[config.mk]
export PLATFORM = sky130hd
export DESIGN_NAME = wb_write_queue
export DESIGN_NICKNAME = d
export VERILOG_FILES = /design/src/rtl/wb_write_queue.sv
export SDC_FILE = /design/constraint.sdc
export NUM_CORES = 1
export LEC_CHECK = 0
export ABC_AREA = 1
export CORE_ASPECT_RATIO = 1.2
export CORE_MARGIN = 8
export CORE_UTILIZATION = 35
export CTS_CLUSTER_DIAMETER = 60
export DETAILED_ROUTE_END_ITERATION = 10
export GPL_ROUTABILITY_DRIVEN = 0
export SYNTH_ARGS = -nofsm -noshare
export SYNTH_HDL_FRONTEND = slang
export SYNTH_SLANG_ARGS = --single-unit
[constraint.sdc]
create_clock -name i_Clk -period 5.1 [get_ports i_Clk]
set_input_delay 0.765 -clock i_Clk [delete_from_list [all_inputs] [get_ports i_Clk]]
set_output_delay 0.765 -clock i_Clk [all_outputs]
set_load 0.005 [all_outputs]
[src/rtl/wb_write_queue.sv]
// -----------------------------------------------------------------------------
// wb_write_queue
//
// Write-back queue that sits in front of the register file write port. Results
// from long-latency units (load, mul/div) are accepted over a valid/ready
// handshake. They are held in a small in-order FIFO and drained one per cycle
// whenever the single-cycle path is not using the write port. Decode can look up
// two register indices against the results that are still pending, so it can
// forward them before they reach the register file.
//
// Ports
//   i_Clk, i_Rst          clock (rising edge), asynchronous active-high reset
//   i_Valid / o_Ready     producer handshake; o_Ready == !full
//   i_DestReg, i_Result   incoming result (register 0 is accepted and dropped)
//   i_PortBusy            write port taken this cycle; the drain stalls
//   o_RegWrite            registered write strobe (1-cycle latency after a pop)
//   o_WriteReg/Data       registered write index / data (hold when idle)
//   i_LookupReg1/2        forwarding lookup indices (rs / rt)
//   o_Fwd1Hit/Data        youngest pending match for lookup 1 (data 0 on miss)
//   o_Fwd2Hit/Data        youngest pending match for lookup 2 (data 0 on miss)
//   o_Count, o_Empty      occupancy
// -----------------------------------------------------------------------------
module wb_write_queue #(
    parameter int DEPTH  = 4,
    parameter int DATA_W = 32,
    parameter int ADDR_W = 5
) (
    input  logic                     i_Clk,
    input  logic                     i_Rst,
    input  logic                     i_Valid,
    output logic                     o_Ready,
    input  logic [ADDR_W-1:0]        i_DestReg,
    input  logic [DATA_W-1:0]        i_Result,
    input  logic                     i_PortBusy,
    output logic                     o_RegWrite,
    output logic [ADDR_W-1:0]        o_WriteReg,
    output logic [DATA_W-1:0]        o_WriteData,
    input  logic [ADDR_W-1:0]        i_LookupReg1,
    input  logic [ADDR_W-1:0]        i_LookupReg2,
    output logic                     o_Fwd1Hit,
    output logic [DATA_W-1:0]        o_Fwd1Data,
    output logic                     o_Fwd2Hit,
    output logic [DATA_W-1:0]        o_Fwd2Data,
    output logic [$clog2(DEPTH):0]   o_Count,
    output logic                     o_Empty
);

    localparam int PTR_W = $clog2(DEPTH);
    localparam int CNT_W = PTR_W + 1;

    logic [ADDR_W-1:0] regMem  [DEPTH];
    logic [DATA_W-1:0] dataMem [DEPTH];

    logic [PTR_W-1:0]  headPtr;
    logic [PTR_W-1:0]  tailPtr;
    logic [CNT_W-1:0]  count;

    logic full;
    logic empty;
    logic doStore;
    logic doPop;

    assign full    = (count == CNT_W'(DEPTH));
    assign empty   = (count == '0);
    assign o_Ready = !full;
    assign o_Count = count;
    assign o_Empty = empty;

    // A register-0 result completes the handshake but never occupies a slot.
    assign doStore = i_Valid && !full && (i_DestReg != '0);
    // The pop only sees entries stored on earlier edges, so there is no
    // same-edge bypass from the input to the write outputs.
    assign doPop   = !empty && !i_PortBusy;

    // NOTE: the entry storage has no reset; occupancy is tracked by count and
    // the pointers, so stale contents are never observed and the array can map
    // onto plain flops or distributed RAM without a reset network.
    always_ff @(posedge i_Clk) begin
        if (doStore) begin
            regMem[tailPtr]  <= i_DestReg;
            dataMem[tailPtr] <= i_Result;
        end
    end

    // NOTE: sequential state uses non-blocking assignments so every register
    // samples the pre-edge values regardless of statement order.
    always_ff @(posedge i_Clk or posedge i_Rst) begin
        if (i_Rst) begin
            headPtr     <= '0;
            tailPtr     <= '0;
            count       <= '0;
            o_RegWrite  <= 1'b0;
            o_WriteReg  <= '0;
            o_WriteData <= '0;
        end else begin
            if (doStore) begin
                tailPtr <= tailPtr + PTR_W'(1);
            end

            o_RegWrite <= doPop;
            if (doPop) begin
                o_WriteReg  <= regMem[headPtr];
                o_WriteData <= dataMem[headPtr];
                headPtr     <= headPtr + PTR_W'(1);
            end

            case ({doStore, doPop})
                2'b10:   count <= count + CNT_W'(1);
                2'b01:   count <= count - CNT_W'(1);
                default: count <= count;
            endcase
        end
    end

    // Forwarding: walk the occupied slots from oldest to youngest so that a
    // later (younger) match overrides an earlier one. The entry already moved
    // to the write outputs has left the queue and is no longer considered.
    always_comb begin
        logic [PTR_W-1:0] idx;
        // NOTE: every output of this block gets a default before the loop, so
        // no path leaves a value unassigned and no latch is inferred.
        idx        = '0;
        o_Fwd1Hit  = 1'b0;
        o_Fwd1Data = '0;
        o_Fwd2Hit  = 1'b0;
        o_Fwd2Data = '0;
        for (int k = 0; k < DEPTH; k++) begin
            idx = headPtr + PTR_W'(k);
            if (CNT_W'(k) < count) begin
                if ((i_LookupReg1 != '0) && (regMem[idx] == i_LookupReg1)) begin
                    o_Fwd1Hit  = 1'b1;
                    o_Fwd1Data = dataMem[idx];
                end
                if ((i_LookupReg2 != '0) && (regMem[idx] == i_LookupReg2)) begin
                    o_Fwd2Hit  = 1'b1;
                    o_Fwd2Data = dataMem[idx];
                end
            end
        end
    end

endmodule
==> results of run 1 <==
[worst max-delay path, cell delays in order (launching register included)]
cell and delay, ns:
dfrtp_4 0.63, inv_2 0.35, nand2_1 0.15, nand2_4 0.32, nand2_1 0.08, o21ai_1 0.22
o21ai_0 0.18, nor2_1 0.12, nand3_1 0.21, inv_2 0.33, buf_4 0.25, nand2_1 0.07
nand2_1 0.12, clkdlybuf4s50_1 0.52
[where the power goes]
part	switching, mW	internal, mW	leakage (nW)
logic	4.22	2.10	4.80
clock network	0.632	0.758	0.297
registers	0.259	2.14	1.89
[metal layers]
layer / global-route usage / share of wire / vias up
met5: 0 / 0 / -
met1: 0.239 / 0.43 / 6079
met2: 0.335 / 0.49 / 497
li1: - / - / 6584
met3: 0.0307 / 0.059 / 94
met4: 0.0875 / 0.030 / 0
[layout by cell type, fill, tap and decap left out, drive strengths merged]
cell type	instances
a31oi	1
buf	40
o21ai	310
ha	9
nor2b	2
diode	3
clkdlybuf4s50	159
clkbuf	19
o311ai	1
dfrtp	45
inv	176
nand4	66
nand2	700
xor2	7
or2	2
nor2	240
a21oi	4
edfxtp	148
a21boi	1
or3	1
bufinv	2
nand3	135
clkinv	4
clkinvlp	1
xnor2	2
[final cells by class]
class                      count  area share
sequential                   193       0.350
antenna                        3    0.000471
timing repair buffer         199       0.120
inverter                     170      0.0402
clock inverter                13     0.00926
tap                          480      0.0377
multi-input combinational   1481       0.414
clock buffer                  19      0.0284
[cell families after synthesis]
| logic type | after synthesis |
|---|---|
| compound gates | 317 |
| xor+xnor | 9 |
| fa+ha+maj | 9 |
| buf+inv | 302 |
| flops | 193 |
| simple gates | 1146 |
[state kept, by name, indices dropped and copies added, names as in the netlist]
name         count
o_WriteData     32
dataMem        128
headPtr          2
o_Count          3
tailPtr          2
regMem          20
o_WriteReg       5
o_RegWrite       1
[stage by stage]
stage / hold slack (ns) / std cells / worst slack [ns] / cell area, µm²
detailed placement: 0.478 / 2523 / 0.767 / 15300
global route: 0.509 / 2557 / 0.0658 / 15900
global placement: 0.474 / 2523 / 0.808 / 15300
CTS: 0.499 / 2555 / 0.297 / 15900
floorplan: 0.476 / 1976 / 2.03 / 13500
finish: 0.488 / 2558 / 0.293 / 15900
[what timing repair did]
action,CTS,global route
endpoints found under the hold margin,0,0
endpoints found under the setup margin,0,5
gates resized for setup,0,1
[final timing paths]
kind	end	slack [ns]	depth (start not counted)
worst max-delay path	o_Fwd1Data[22]	0.29	13
worst min-delay path	o_WriteData[9]	0.49	2
worst max register to register	o_WriteData[4]	2.67	6
worst min register to register	o_WriteData[9]	0.49	2
max in group asynchronous	headPtr[0]	3.64	3
min in group asynchronous	o_WriteData[4]	0.86	3
==> summary.md, run 1 <==
| Metric | Value |
|---|---|
| Fin nets | roughly 2.1k |
| TritonCTS clock tree | built |
| Vias | around 13k |
| Max_slew headroom | 0.480 |
| Worst path required time | about 4.3 ns |
| Syn nets | between 2k and 2.5k |
| Total die area | 45000 µm² |
| Drt drc | 0 |
| Ports | 160 |
| Drt pass-1 iters | 6 |
| CTS sink cnt | 193 |
| Post-Syn Area | 13500 µm² |
| GRT Total Usage | 0.195 |
| Top-area cell type share of the netlist area | 0.330 |
| CP Launch Point | headPtr[0] |
| Mux cell area share after synthesis | 0 |
| Buffers on Ports | 159 |
| Most frequent cell after synthesis | nand2_1 |
| 1st-iter DRT viols | 1243 |
| Worst path arrival time | about 4.0 ns |
| Syn Inst Count | 1976 |
| Area of the multi-input gates | 6600 µm² |
| Post-CTS setup buffer count | 0 |
| Antenna violations before repair | 2 |
| Post-DP HPWL | 30400 µm |
| Combinational family with the most area after synthesis | simple AND/OR/NAND/NOR gates |
| Commonest cells in the netlist | 698 x nand2_1, 273 x o21ai_0, 232 x nor2_1 |
| Kind of critical path | reg2out |
| CTS max path bufs | 2 |
| Final ANT Viol Nets | 0 |
| Starting density of the core | 0.355 |
| Mapped Avg Cell Area | 6.81 µm² |
| RR Startpoint | headPtr[0] |
| Die H | around 230 µm |
| Critical Path Sink Type | output port |
| Setup TNS | 0 ns |
| Min Tclk post-route | 4.81 ns |
| Die width | 195 µm |
| Clock latency on the worst-skew pair | 0.45 ns |
| Core footprint | approximately 38000 µm² |
| Largest net degree at the start of global routing | 97 |
| Maximum vdd drop | around 0.25 mV |
| Share of cells above drive strength 1 | 0.0516 |
| Tot Pwr | a little over 10 mW |
| Leakage | around 7.0 nW |
| Leading area contributor after synthesis | edfxtp_1 |
| Slew @ Worst Pin | roughly 0.78 ns |
| FF+latch count, synth | around 190 |
| Yosys cell types | 33 |
| Post-synthesis sequential area ratio | 0.414 |
| CTS Hold Bufs | 0 |
| Filler cell count | just under 4k |
| Fraction of the mapped netlist area in simple logic gates | 0.351 |
| Status | complete, no violations |
| Final setup fails | 0 |
| Hold Startpoint | o_WriteData[9] |
| Depth of the CTS H-tree | 4 |
| Root Driver | clkbuf_16 |
| Final Util | 0.421 |
| Max-cap violations | 0 |
| Ys async rst share | 0.233 |
| Synth Area in XOR/XNOR | 0.00586 |
| GRT overflow | 0 |
| RSZ-0062 raised after global routing | false |
| Storage cell area | approximately 5600 µm² |
| WL final | between 40000 and 50000 µm |
| Synth area leaders | edfxtp_1 33%, nand2_1 19%, o21ai_0 10% |
| Tcrit/Tclk final | 0.943 |
| Critical path launch point type | flop |
| Adder-cell share of the synthesized area | 0.00837 |
| Reg clk slew, reported paths | 0.07 ns |
| Synth-to-layout area growth | 18.5% |
| Post-DR wirelength/cell | roughly 17 µm |
| CTS Buf Count | 17 |
| Ys flop type | edfxtp_1 |
| Final Hold Viols | 0 |
| Pins Over Slew Limit | 0 |
| Pwr Density | between 600 and 700 nW/µm² |
| Vias per cell | slightly above 5 |
| Rows | 78 |
| Compound-Gate Fraction of Synth Area | 0.120 |
| Global-route wire length before repair | ~69000 µm |
| Yosys warning count | 0 |
| EDFF count, synth | 148 |
| Max Clk Rate | 208 MHz |
| Number of global-route vias before repair | 12.5k |
| CP Max Fanout | 32 |
| Worst hold-check path type | reg2reg |
| Final Skew | between 0.01 and 0.015 ns |
Power figures use the tool's default switching activity.
==> run 2, diff against run 1 <==
--- a/config.mk
+++ b/config.mk
@@ -7,7 +7,6 @@
 export LEC_CHECK = 0
 export ABC_AREA = 1
 export CORE_ASPECT_RATIO = 1.2
-export CORE_MARGIN = 8
 export CORE_UTILIZATION = 35
 export CTS_CLUSTER_DIAMETER = 60
 export DETAILED_ROUTE_END_ITERATION = 10
==> summary.md, run 2 (synthesis results as in run 1) <==
| Metric | Value |
|---|---|
| Worst hold-check path type | reg2reg (unchanged) |
| Min Tclk post-route | 4.76 ns (was 4.81 ns) |
| Synth-to-layout area growth | 18.0% (was 18.5%) |
| Critical path launch point type | flop (unchanged) |
| Die H | 217 µm (was 231 µm) |
| Leakage | 6.96 nW (was 6.99 nW) |
| Status | complete, no violations (unchanged) |
| Pins Over Slew Limit | 0 (unchanged) |
| Largest net degree at the start of global routing | 137 (was 97) |
| Family with the most delay on the worst path | simple AND/OR/NAND/NOR gates (was buffers and inverters) |
| CTS Buf Count | 17 (unchanged) |
| Worst path max stage delay | 0.62 ns (was 0.63 ns) |
| Internal | 4.94 mW (was 5.00 mW) |
| Post-DP HPWL | 28400 µm (was 30400 µm) |
| WHS | 0.486 ns (was 0.488 ns) |
| Post-DR wirelength/cell | 16.6 µm (was 17.5 µm) |
| Depth of the CTS H-tree | 4 (unchanged) |
| TritonCTS clock tree | built (unchanged) |
| Drt drc | 0 (unchanged) |
| Number of global-route vias before repair | 12.3k (was 12.5k) |
| Max Clk Rate | 210 MHz (was 208 MHz) |
| Final setup fails | 0 (unchanged) |
| Maximum vdd drop | 0.302 mV (was 0.253 mV) |
| GRT overflow | 0 (unchanged) |
| Post-Place Cell Area | 15300 µm² (about the same) |
| Critical Path Sink Type | output port (unchanged) |
| Finished Cell Area | 15900 µm² (about the same) |
| Post-placement setup slack | 0.773 ns (was 0.767 ns) |
| Reg clk slew, reported paths | 0.07 ns (about the same) |
| Starting density of the core | 0.355 (unchanged) |
| Vias | 13.1k (was 13.3k) |
| Hold Crit Depth | 2 (unchanged) |
| 1st-iter DRT viols | 1069 (was 1243) |
| Share of cells above drive strength 1 | 0.0487 (was 0.0516) |
| Pwr Density | 626 nW/µm² (was 634 nW/µm²) |
| Most common cell after layout, fill and taps aside | nand2_1 (unchanged) |
| Root Driver | clkbuf_16 (unchanged) |
| Most frequent CP cell | nand2_1 (unchanged) |
| Final Hold Viols | 0 (unchanged) |
| Worst path cell trace | inv_2 > nand2_1 > nand2_4 > nand3_1 > nand3_1 > nand2_1 > nor2_4 > buf_4 > nand3_2 > buf_4 > nand2_1 > nand3_1 > nand2_1 > nand2_1 > clkdlybuf4s50_1 (was inv_2 > nand2_1 > nand2_4 > nand2_1 > o21ai_1 > o21ai_0 > nor2_1 > nand3_1 > inv_2 > buf_4 > nand2_1 > nand2_1 > clkdlybuf4s50_1) |
| Fin nets | 2120 (was 2122) |
| Core footprint | 37900 µm² (unchanged) |
| CTS Hold Bufs | 0 (unchanged) |
| CP Max Fanout | 32 (unchanged) |
| Post-CTS setup buffer count | 0 (unchanged) |
| Critical Path Slowest Stage Cell | dfrtp_4 (unchanged) |
| Drt pass-1 iters | 5 (was 6) |
| Tcrit/Tclk final | 0.933 (was 0.943) |
| Global-route wire length before repair | 66900 µm (was 68900 µm) |
| Gate power share | 0.627 (was 0.625) |
| Setup TNS | 0 ns (unchanged) |
| Clock latency on the worst-skew pair | 0.46 ns (was 0.45 ns) |
| WL final | 42500 µm (was 44700 µm) |
| Worst Reg-to-Reg Cells | 6 (unchanged) |
| Final Skew | 0.0111 ns (was 0.0126 ns) |
| Rows | 78 (unchanged) |
| Total die area | 39200 µm² (was 45000 µm²) |
| Worst path arrival time | 3.99 ns (was 4.04 ns) |
| Clk pwr share | 0.133 (was 0.138) |
| Ports | 160 (unchanged) |
| Worst path required time | 4.34 ns (about the same) |
| Max_slew headroom | 0.293 (was 0.480) |
| Cell count along the critical path | 15 (was 13) |
| Max reg flops | 128 (unchanged) |
| RSZ-0062 raised after global routing | false (unchanged) |
| Final ANT Viol Nets | 0 (unchanged) |
| Die width | 181 µm (was 195 µm) |
| Cts repair resizes | 0 (unchanged) |
| GRT Total Usage | 0.220 (was 0.195) |
| Setup WS post-layout | 0.343 ns (was 0.293 ns) |
| Kind of critical path | reg2out (unchanged) |
| Sw Ratio | 0.504 (was 0.505) |
| Buffers on Ports | 159 (unchanged) |
| Buf/Inv on CP | 4 (unchanged) |
| CTS max path bufs | 2 (unchanged) |
| Biggest register | dataMem (unchanged) |
| Slew @ Worst Pin | 1.06 ns (was 0.780 ns) |
| Flop pwr share | 0.240 (was 0.237) |
| Max-cap violations | 0 (unchanged) |
| Net Switching | 5.01 mW (was 5.11 mW) |
| CTS sink cnt | 193 (unchanged) |
| Antenna violations before repair | 2 (unchanged) |
| Filler cell count | 3858 (was 3877) |
| Biggest regs | dataMem: 128 flops, o_WriteData: 32 flops, regMem: 20 flops (unchanged) |
| Highest-count cells in the layout ignoring fill and taps | 697 x nand2_1, 273 x o21ai_0, 228 x nor2_1 (unchanged) |
| Vias per cell | 5.14 (was 5.18) |
-- run 2: layout make-up --
type                            instances  area [µm²]  area share
Multi-Input combinational cell       1481        6600       0.415
Sequential cell                       193        5580       0.351
Timing Repair Buffer                  197        1900       0.120
Inverter                              170         641      0.0403
Tap cell                              480         601      0.0378
Clock buffer                           20         447      0.0281
Clock inverter                         12         118     0.00740
Antenna cell                            1        2.50    0.000158
-- run 2: worst register-to-register path: cells and delay by family, from the launching register on --
family	cells	cell delay (ns)
AOI/OAI and AO/OA	3	0.68
buffers and inverters	2	0.94
DFF	1	0.63
and+or+nand+nor	1	0.18
-- run 2: metrics by stage --
step | cells | util | power [mW]
after global routing | 2554 | 0.419 | 10.8
after detailed placement | 2521 | 0.405 | 8.64
after floorplan | 1976 | - | 6.30
after CTS | 2553 | 0.419 | 9.98
final | 2554 | 0.419 | 9.95
after global placement | 2521 | 0.405 | 8.57
-- run 2: power by group through the flow --
stage                     clock (mW)  sequential [mW]  combinational [mW]
after floorplan                    0             2.34                3.96
after global placement             0             2.41                6.16
after detailed placement           0             2.42                6.22
after CTS                       1.35             2.39                6.24
after global routing            1.41             2.43                6.98
final                           1.33             2.38                6.24
-- run 2: path summary, 6_finish.rpt --
kind | start | endpoint | slack (ns)
hold reg to reg | o_WriteData[6] | o_WriteData[6] | 0.49
hold / removal | o_WriteData[6] | o_WriteData[6] | 0.49
setup reg to reg | headPtr[0] | o_WriteData[17] | 2.51
max in group asynchronous | i_Rst | headPtr[0] | 3.73
min in group asynchronous | i_Rst | o_WriteData[8] | 0.83
setup / recovery | headPtr[0] | o_Fwd1Data[22] | 0.34
-- run 2: layer usage --
layer  GRT usage  up-vias  wire length (µm)
li1            -     6577                 -
met1       0.278     5976             18100
met2       0.378      487             20500
met3      0.0288       88              2510
met4      0.0955        2              1290
met5           0        -                17
